===== config.mk =====
export PLATFORM = sky130hd
export DESIGN_NAME = mux26_cfg_chain
export DESIGN_NICKNAME = d
export VERILOG_FILES = /design/src/rtl/mux26_cfg_chain.sv
export SDC_FILE = /design/constraint.sdc
export NUM_CORES = 1
export LEC_CHECK = 0
export CORE_MARGIN = 8
export CORE_UTILIZATION = 54
export DETAILED_ROUTE_END_ITERATION = 8
export HOLD_SLACK_MARGIN = 0.02
export PLACE_DENSITY = 0.88
export SLEW_MARGIN = 20
export SYNTH_ARGS = -nofsm -noshare
export SYNTH_HDL_FRONTEND = slang
export SYNTH_SLANG_ARGS = --single-unit
export TNS_END_PERCENT = 30

===== constraint.sdc =====
create_clock -name prog_clk -period 3.68 [get_ports prog_clk]
set_clock_uncertainty 0.15 [all_clocks]
set_input_delay 0.736 -clock prog_clk [delete_from_list [all_inputs] [get_ports prog_clk]]
set_output_delay 0.736 -clock prog_clk [all_outputs]
set_load 0.1 [all_outputs]

===== src/rtl/mux26_cfg_chain.sv =====
// Configuration chain for a bank of 26:1 routing muxes: serial shift chain,
// frame-length check and a shadow register that drives the mux selects.
module mux26_cfg_chain #(
    parameter  int NUM_MUX = 4,
    parameter  int SEL_W   = 5,
    localparam int TOTAL   = NUM_MUX * SEL_W
) (
    input  logic             prog_clk,
    input  logic             pReset_n,
    input  logic             ccff_head,
    input  logic             cfg_en,
    input  logic             cfg_commit,
    output logic             ccff_tail,
    output logic [0:TOTAL-1] sram,
    output logic [0:TOTAL-1] sram_inv,
    output logic             cfg_done,
    output logic             cfg_err
);

    localparam int CW = $clog2(TOTAL + 2);

    typedef enum logic [1:0] {
        IDLE,
        LOAD,
        COMMIT,
        ERR
    } state_t;

    state_t           state_q, state_d;
    logic [0:TOTAL-1] sr_q, sr_d;
    logic [0:TOTAL-1] shd_q, shd_d;
    logic [CW-1:0]    cnt_q, cnt_d;
    logic             done_q, done_d;
    logic             err_q, err_d;

    logic [0:TOTAL-1] sr_shift;
    logic [CW-1:0]    cnt_inc;

    assign sr_shift = {ccff_head, sr_q[0:TOTAL-2]};
    assign cnt_inc  = (cnt_q == CW'(TOTAL + 1)) ? cnt_q : cnt_q + CW'(1);

    always_comb begin
        state_d = state_q;
        sr_d    = sr_q;
        shd_d   = shd_q;
        cnt_d   = cnt_q;
        done_d  = done_q;
        err_d   = err_q;
        unique case (state_q)
            IDLE: begin
                if (cfg_en) begin
                    sr_d    = sr_shift;
                    cnt_d   = CW'(1);
                    done_d  = 1'b0;
                    err_d   = 1'b0;
                    state_d = LOAD;
                end else if (cfg_commit) begin
                    err_d   = 1'b1;
                    done_d  = 1'b0;
                    state_d = ERR;
                end
            end
            LOAD: begin
                // Shift and commit in the same cycle is a protocol violation
                if (cfg_en && cfg_commit) begin
                    err_d   = 1'b1;
                    done_d  = 1'b0;
                    state_d = ERR;
                end else if (cfg_en) begin
                    sr_d  = sr_shift;
                    cnt_d = cnt_inc;
                end else if (cfg_commit) begin
                    if (cnt_q == CW'(TOTAL)) begin
                        state_d = COMMIT;
                    end else begin
                        err_d   = 1'b1;
                        done_d  = 1'b0;
                        state_d = ERR;
                    end
                end
            end
            COMMIT: begin
                shd_d   = sr_q;
                done_d  = 1'b1;
                err_d   = 1'b0;
                cnt_d   = '0;
                state_d = IDLE;
            end
            ERR: begin
                if (cfg_en) begin
                    sr_d    = sr_shift;
                    cnt_d   = CW'(1);
                    err_d   = 1'b0;
                    done_d  = 1'b0;
                    state_d = LOAD;
                end
            end
            default: state_d = IDLE;
        endcase
    end

    always_ff @(posedge prog_clk or negedge pReset_n) begin
        if (!pReset_n) begin
            state_q <= IDLE;
            sr_q    <= '0;
            shd_q   <= '0;
            cnt_q   <= '0;
            done_q  <= 1'b0;
            err_q   <= 1'b0;
        end else begin
            state_q <= state_d;
            sr_q    <= sr_d;
            shd_q   <= shd_d;
            cnt_q   <= cnt_d;
            done_q  <= done_d;
            err_q   <= err_d;
        end
    end

    assign ccff_tail = sr_q[TOTAL-1];
    assign sram      = shd_q;
    assign sram_inv  = ~shd_q;
    assign cfg_done  = done_q;
    assign cfg_err   = err_q;

endmodule

==> results.md, run 1 <==
* Peak per-stage delay on the critical path at between 1000 and 1500 ps
* Critical path origin: sram[17]
* Number of antenna diodes at 0
* Avg Cell Area, Syn at around 11 um^2
* Post-route setup slack at ~910 ps
* Max frequency at 361.1 MHz
* Synth cell types at 30
* Worst slew margin at roughly 34%
* Async SR Flop Fraction at 100.0%
* Period utilization at between 70% and 80%
* Final Non-Filler Cells at slightly below 300
* Gr ovfl total at 0
* Worst-path maximum fanout at 2
* Reg2reg start: state_q[1]
* CP startpoint kind: flip-flop
* Num CTS Buffers at 5
* Routed via count at between 1000 and 1500
* Warnings from Yosys at 0
* Syn nets at 208
* PostCTS Resize Cnt at 0
* Clk slew on worst S/H paths at ~90 ps
* RSZ-0062 raised after global routing: false
* Clk sinks at between 40 and 50
* Remaining antenna violation count at 0
* Mapped Area at around 2200 um^2
* Number of global-route vias before repair at roughly 1500
* Die height at roughly 80 um
* Worst Setup Path Type: reg2out
* Die Area at 6447 um^2
* Register area at ~1200 um^2
* Boundary pin count at 48
* Buffers and inverters on the worst path at 2
* Synth top area share at 54.93%
* Die width at about 80 um
* Detailed Route Iter0 Violations at 63
* Root buffer cell: clkbuf_8
* Worst path slowest cell: clkdlybuf4s50_1
* Max-cap violations at 0
* Min Clock Period, post-route at about 2800 ps
* Predominant post-synthesis flop cell: dfrtp_1
* Setup TNS at 0 ps
* Setup bufs post-CTS at 0
* Syn Inst Count at approximately 200
* Multi-input gate area at 854.6 um^2
* Clock Latency Late Sink at ~300 ps
* CP Capture Type: primary output
* Core area at about 4000 um^2
* Worst-Margin Slew at 984.0 ps
* Detailed Routing Iterations Pass 1 at 4
* Final Hold Violating Endpoints at 0
* Cell taking the most area after synthesis: dfrtp_1
* Synth-to-Final Area Change at 25.84%
* Worst path cell trace: inv_1, clkdlybuf4s50_1
* Dpl ws at between 1000 and 1500 ps
* CTS Hold Bufs at 0
* Setup violators final at 0
* Longest Clk Path Bufs at 2
* Gp weighted congestion at just under 0.9
* Most frequent cells in the layout: 49 x dfrtp_1, 32 x clkdlybuf4s50_1, 28 x inv_1, 28 x nand2_1, 22 x o21ai_0
* I/O Buffers at 47
* H-tree Lvls at 2
* TritonCTS clock tree: built
* First-pass GRT wire length at just under 7000 um
* Seq/Total Area, Yosys at between 50% and 60%
* WP data required at ~2800 ps
* Vias per std cell at about 5.1
* Final net count at 255
* Commonest non-fill, non-tap cell in the layout: dfrtp_1
* Largest net degree at the start of global routing at 50
* Placed cell count at 286
* Outcome: complete, no violations
* Hold slack at between 200 and 300 ps
* Worst Hold Class: in2async
* Rows at 23
* Synth top area cells: dfrtp_1 55%, mux2_4 14%, o21ai_0 4.9%
* Initial core utilization at 55.80%
* DRC Markers at 0
* Antenna violations before repair at 0
* Crit path max-delay family: buffers and inverters
* Register bit total from synthesis at 49
* All-Layer GR Usage at a little over an eighth
* Arrival @ worst endpoint at around 1900 ps
* Post-synth EDFFs at 0
* Layout cells sized above 1 at around a fifth
* Wire length per cell at around 14 um
* Max-slew violations at 0
* Fillers at 287
* Dpl hpwl at roughly 3000 um
* Final wirelength at around 4100 um
-- routing by layer --
layer | vias up | share of wire (%) | routed length [um] | global-route usage, %
met5 | - | 0 | 0 | 0
met4 | 0 | 1.8 | 76 | 6.545
met3 | 6 | 4.6 | 188 | 4.129
met2 | 31 | 49 | 2022 | 22.72
met1 | 723 | 45 | 1843 | 15.38
li1 | 731 | - | - | -
-- cells in the mapped netlist (all sizes together), types with 2 or more instances --
cell    number
nand4        3
a21oi        2
nand3        3
nand2       28
dfrtp       49
ha           7
nor2         4
mux2        21
buf          3
inv         28
nor2b        3
clkbuf       5
o21ai       26
mux2i        2
-- cell type report --
| cell class | count | share of cell area, % |
|---|---|---|
| Multi-Input combinational cell | 111 | 30.42 |
| Clock buffer | 6 | 2.940 |
| Timing Repair Buffer | 48 | 15.68 |
| Clock inverter | 2 | 1.336 |
| Inverter | 28 | 3.742 |
| Sequential cell | 49 | 43.65 |
| Tap cell | 50 | 2.227 |
-- through the flow --
step / utilization (%) / cell area [um^2]
floorplan: - / 2232
global placement: 67.09 / 2684
detailed placement: 67.09 / 2684
CTS: 70.10 / 2804
global route: 70.22 / 2809
finish: 70.22 / 2809
-- sequential cells by signal, indices dropped and copies added, names as in the netlist --
signal    flops
cfg_done      1
cfg_err       1
cnt_q         5
sr_q         20
sram         20
state_q       2
-- cells by family after synthesis --
group,count (synthesis),synth area share (%)
DFF,49,54.93
muxes,23,15.02
and+or+nand+nor,46,10.15
xor gates and xnor gates,1,0.3924
AOI/OAI and AO/OA,34,8.689
buffers and inverters,36,6.895
adders and majority gates,7,3.924
-- final timing paths --
kind	cells past startpoint	slack, ps	to
worst min register to register	2	370	sram[18]
worst max-delay path	2	910	sram_inv[17]
worst min-delay path	1	290	sram[16]
max in group asynchronous	1	2700	sram[1]
worst max register to register	6	1520	sr_q[0]
min in group prog_clk	2	370	sram[18]
Power of run 1 is not shown: default switching activity piles up to over one toggle a cycle in this logic, so the estimate is an artifact.
==> run 2, diff against run 1 <==
--- a/config.mk
+++ b/config.mk
@@ -6,10 +6,10 @@
 export NUM_CORES = 1
 export LEC_CHECK = 0
 export CORE_MARGIN = 8
-export CORE_UTILIZATION = 54
+export CORE_UTILIZATION = 50
 export DETAILED_ROUTE_END_ITERATION = 8
 export HOLD_SLACK_MARGIN = 0.02
-export PLACE_DENSITY = 0.88
+export PLACE_DENSITY = 0.83
 export SLEW_MARGIN = 20
 export SYNTH_ARGS = -nofsm -noshare
 export SYNTH_HDL_FRONTEND = slang
==> constraint.sdc (replaced) <==
create_clock -name prog_clk -period 2.8 [get_ports prog_clk]
set_clock_uncertainty 0.15 [all_clocks]
set_input_delay 0.56 -clock prog_clk [delete_from_list [all_inputs] [get_ports prog_clk]]
set_output_delay 0.56 -clock prog_clk [all_outputs]
set_load 0.1 [all_outputs]
==> results.md, run 2 (synthesis results as in run 1) <==
* Clk sinks at 49
* Detailed Routing Iterations Pass 1 at 4
* Clock Latency Late Sink at 300 ps
* TritonCTS clock tree: built
* R2R depth at 6
* Fillers at around 360
* WP data required at 2840 ps
* Routed via count at around 1500
* Commonest non-fill, non-tap cell in the layout: dfrtp_1
* Min Clock Period, post-route at between 2000 and 2500 ps
* Gr ovfl total at 0
* Worst Setup Path Type: reg2reg
* Final wirelength at roughly 4200 um
* Number of antenna diodes at 0
* Max-slew violations at 0
* Longest Clk Path Bufs at 2
* Period utilization at around four fifths
* Arrival @ worst endpoint at 2240 ps
* Die Area at between 6000 and 7000 um^2
* CP Capture Type: flip-flop
* Outcome: complete, no violations
* H-tree Lvls at 2
* Largest net degree at the start of global routing at 50
* Most frequent cells in the layout: 49 x dfrtp_1, 46 x buf_4, 28 x inv_1, 28 x nand2_1, 22 x o21ai_0
* Reg-to-Reg End: sr_q[19]
* Num CTS Buffers at 5
* Final Hold Violating Endpoints at 0
* Worst-path maximum fanout at 20
* DRC Markers at 0
* I/O Buffers at 47
* Boundary pin count at 48
* Die height at 82.82 um
* Root buffer cell: clkbuf_8
* Number of global-route vias before repair at ~1500
* Worst Hold Class: in2async
* Final net count at 257
* Detailed Route Iter0 Violations at 64
* Vias per std cell at roughly 5
* Remaining antenna violation count at 0
* RSZ-0062 raised after global routing: false
* All-Layer GR Usage at ~13%
* Setup bufs post-CTS at 0
* Antenna violations before repair at 0
* Final Non-Filler Cells at roughly 300
* Placed cell count at 290
* Wire length per cell at about 14 um
* Die width at 82.82 um
* Synth-to-Final Area Change at 21.64%
* First-pass GRT wire length at between 7000 and 8000 um
* Dpl hpwl at roughly 2900 um
* Worst-Margin Slew at approximately 600 ps
* Reg2reg start: state_q[1]
* PostCTS Resize Cnt at 0
* Max frequency at between 400 and 500 MHz
* Clk slew on worst S/H paths at roughly 90 ps
* Initial core utilization at about 52%
* R2R setup slack at approximately 600 ps
* Core area at ~4300 um^2
* Worst slew margin at 58.95%
* Setup violators final at 0
* Max-cap violations at 0
* CP startpoint kind: flip-flop
* Rows at 24
* Gp weighted congestion at between 0.7 and 0.8
* CTS Hold Bufs at 0
* Setup TNS at 0 ps
* Layout cells sized above 1 at 32.93%
## run 2: layout make-up
class / count / area, um^2 / area share [%]
Clock buffer: 6 / 72.57 / 2.673
Clock inverter: 2 / 13.76 / 0.5069
Inverter: 28 / 105.1 / 3.871
Multi-Input combinational cell: 111 / 852.1 / 31.38
Sequential cell: 49 / 1226 / 45.16
Tap cell: 52 / 65.06 / 2.396
Timing Repair Buffer: 50 / 380.4 / 14.01
## run 2: stage by stage
stage	hold WS, ps	area (um^2)	setup WS, ps	util (%)
2_1_floorplan	114.4	2232	522.3	-
3_5_place_dp	361.9	2629	472.4	60.79
3_3_place_gp	345.6	2629	502.7	60.79
5_1_grt	242.9	2715	462.1	62.79
4_1_cts	218.5	2715	598.2	62.79
6_report	199.6	2715	598.7	62.79
## run 2: routing by layer
| metal | wire, um | GRT usage [%] |
|---|---|---|
| met5 | 0 | 0 |
| met4 | 77 | 5.911 |
| met3 | 210 | 3.320 |
| met2 | 2043 | 20.01 |
| met1 | 1900 | 16.08 |
## run 2: worst max path at each step
stage	start	to	slack (ps)
2_1_floorplan	sram[0]	sram_inv[0]	520
5_1_grt	state_q[1]	sr_q[0]	460
6_report	state_q[1]	sr_q[19]	600
3_5_place_dp	cfg_commit	sr_q[5]	470
3_3_place_gp	cfg_en	cfg_done	500
4_1_cts	state_q[1]	sr_q[19]	600
## run 2: critical path, cell delays in order (launching register included)
cell	delay (ps)
dfrtp_1	410
inv_1	100
ha_1	440
nor2b_2	310
o21ai_2	80
buf_4	250
mux2_4	330
Power of run 2 is left out for the same reason.
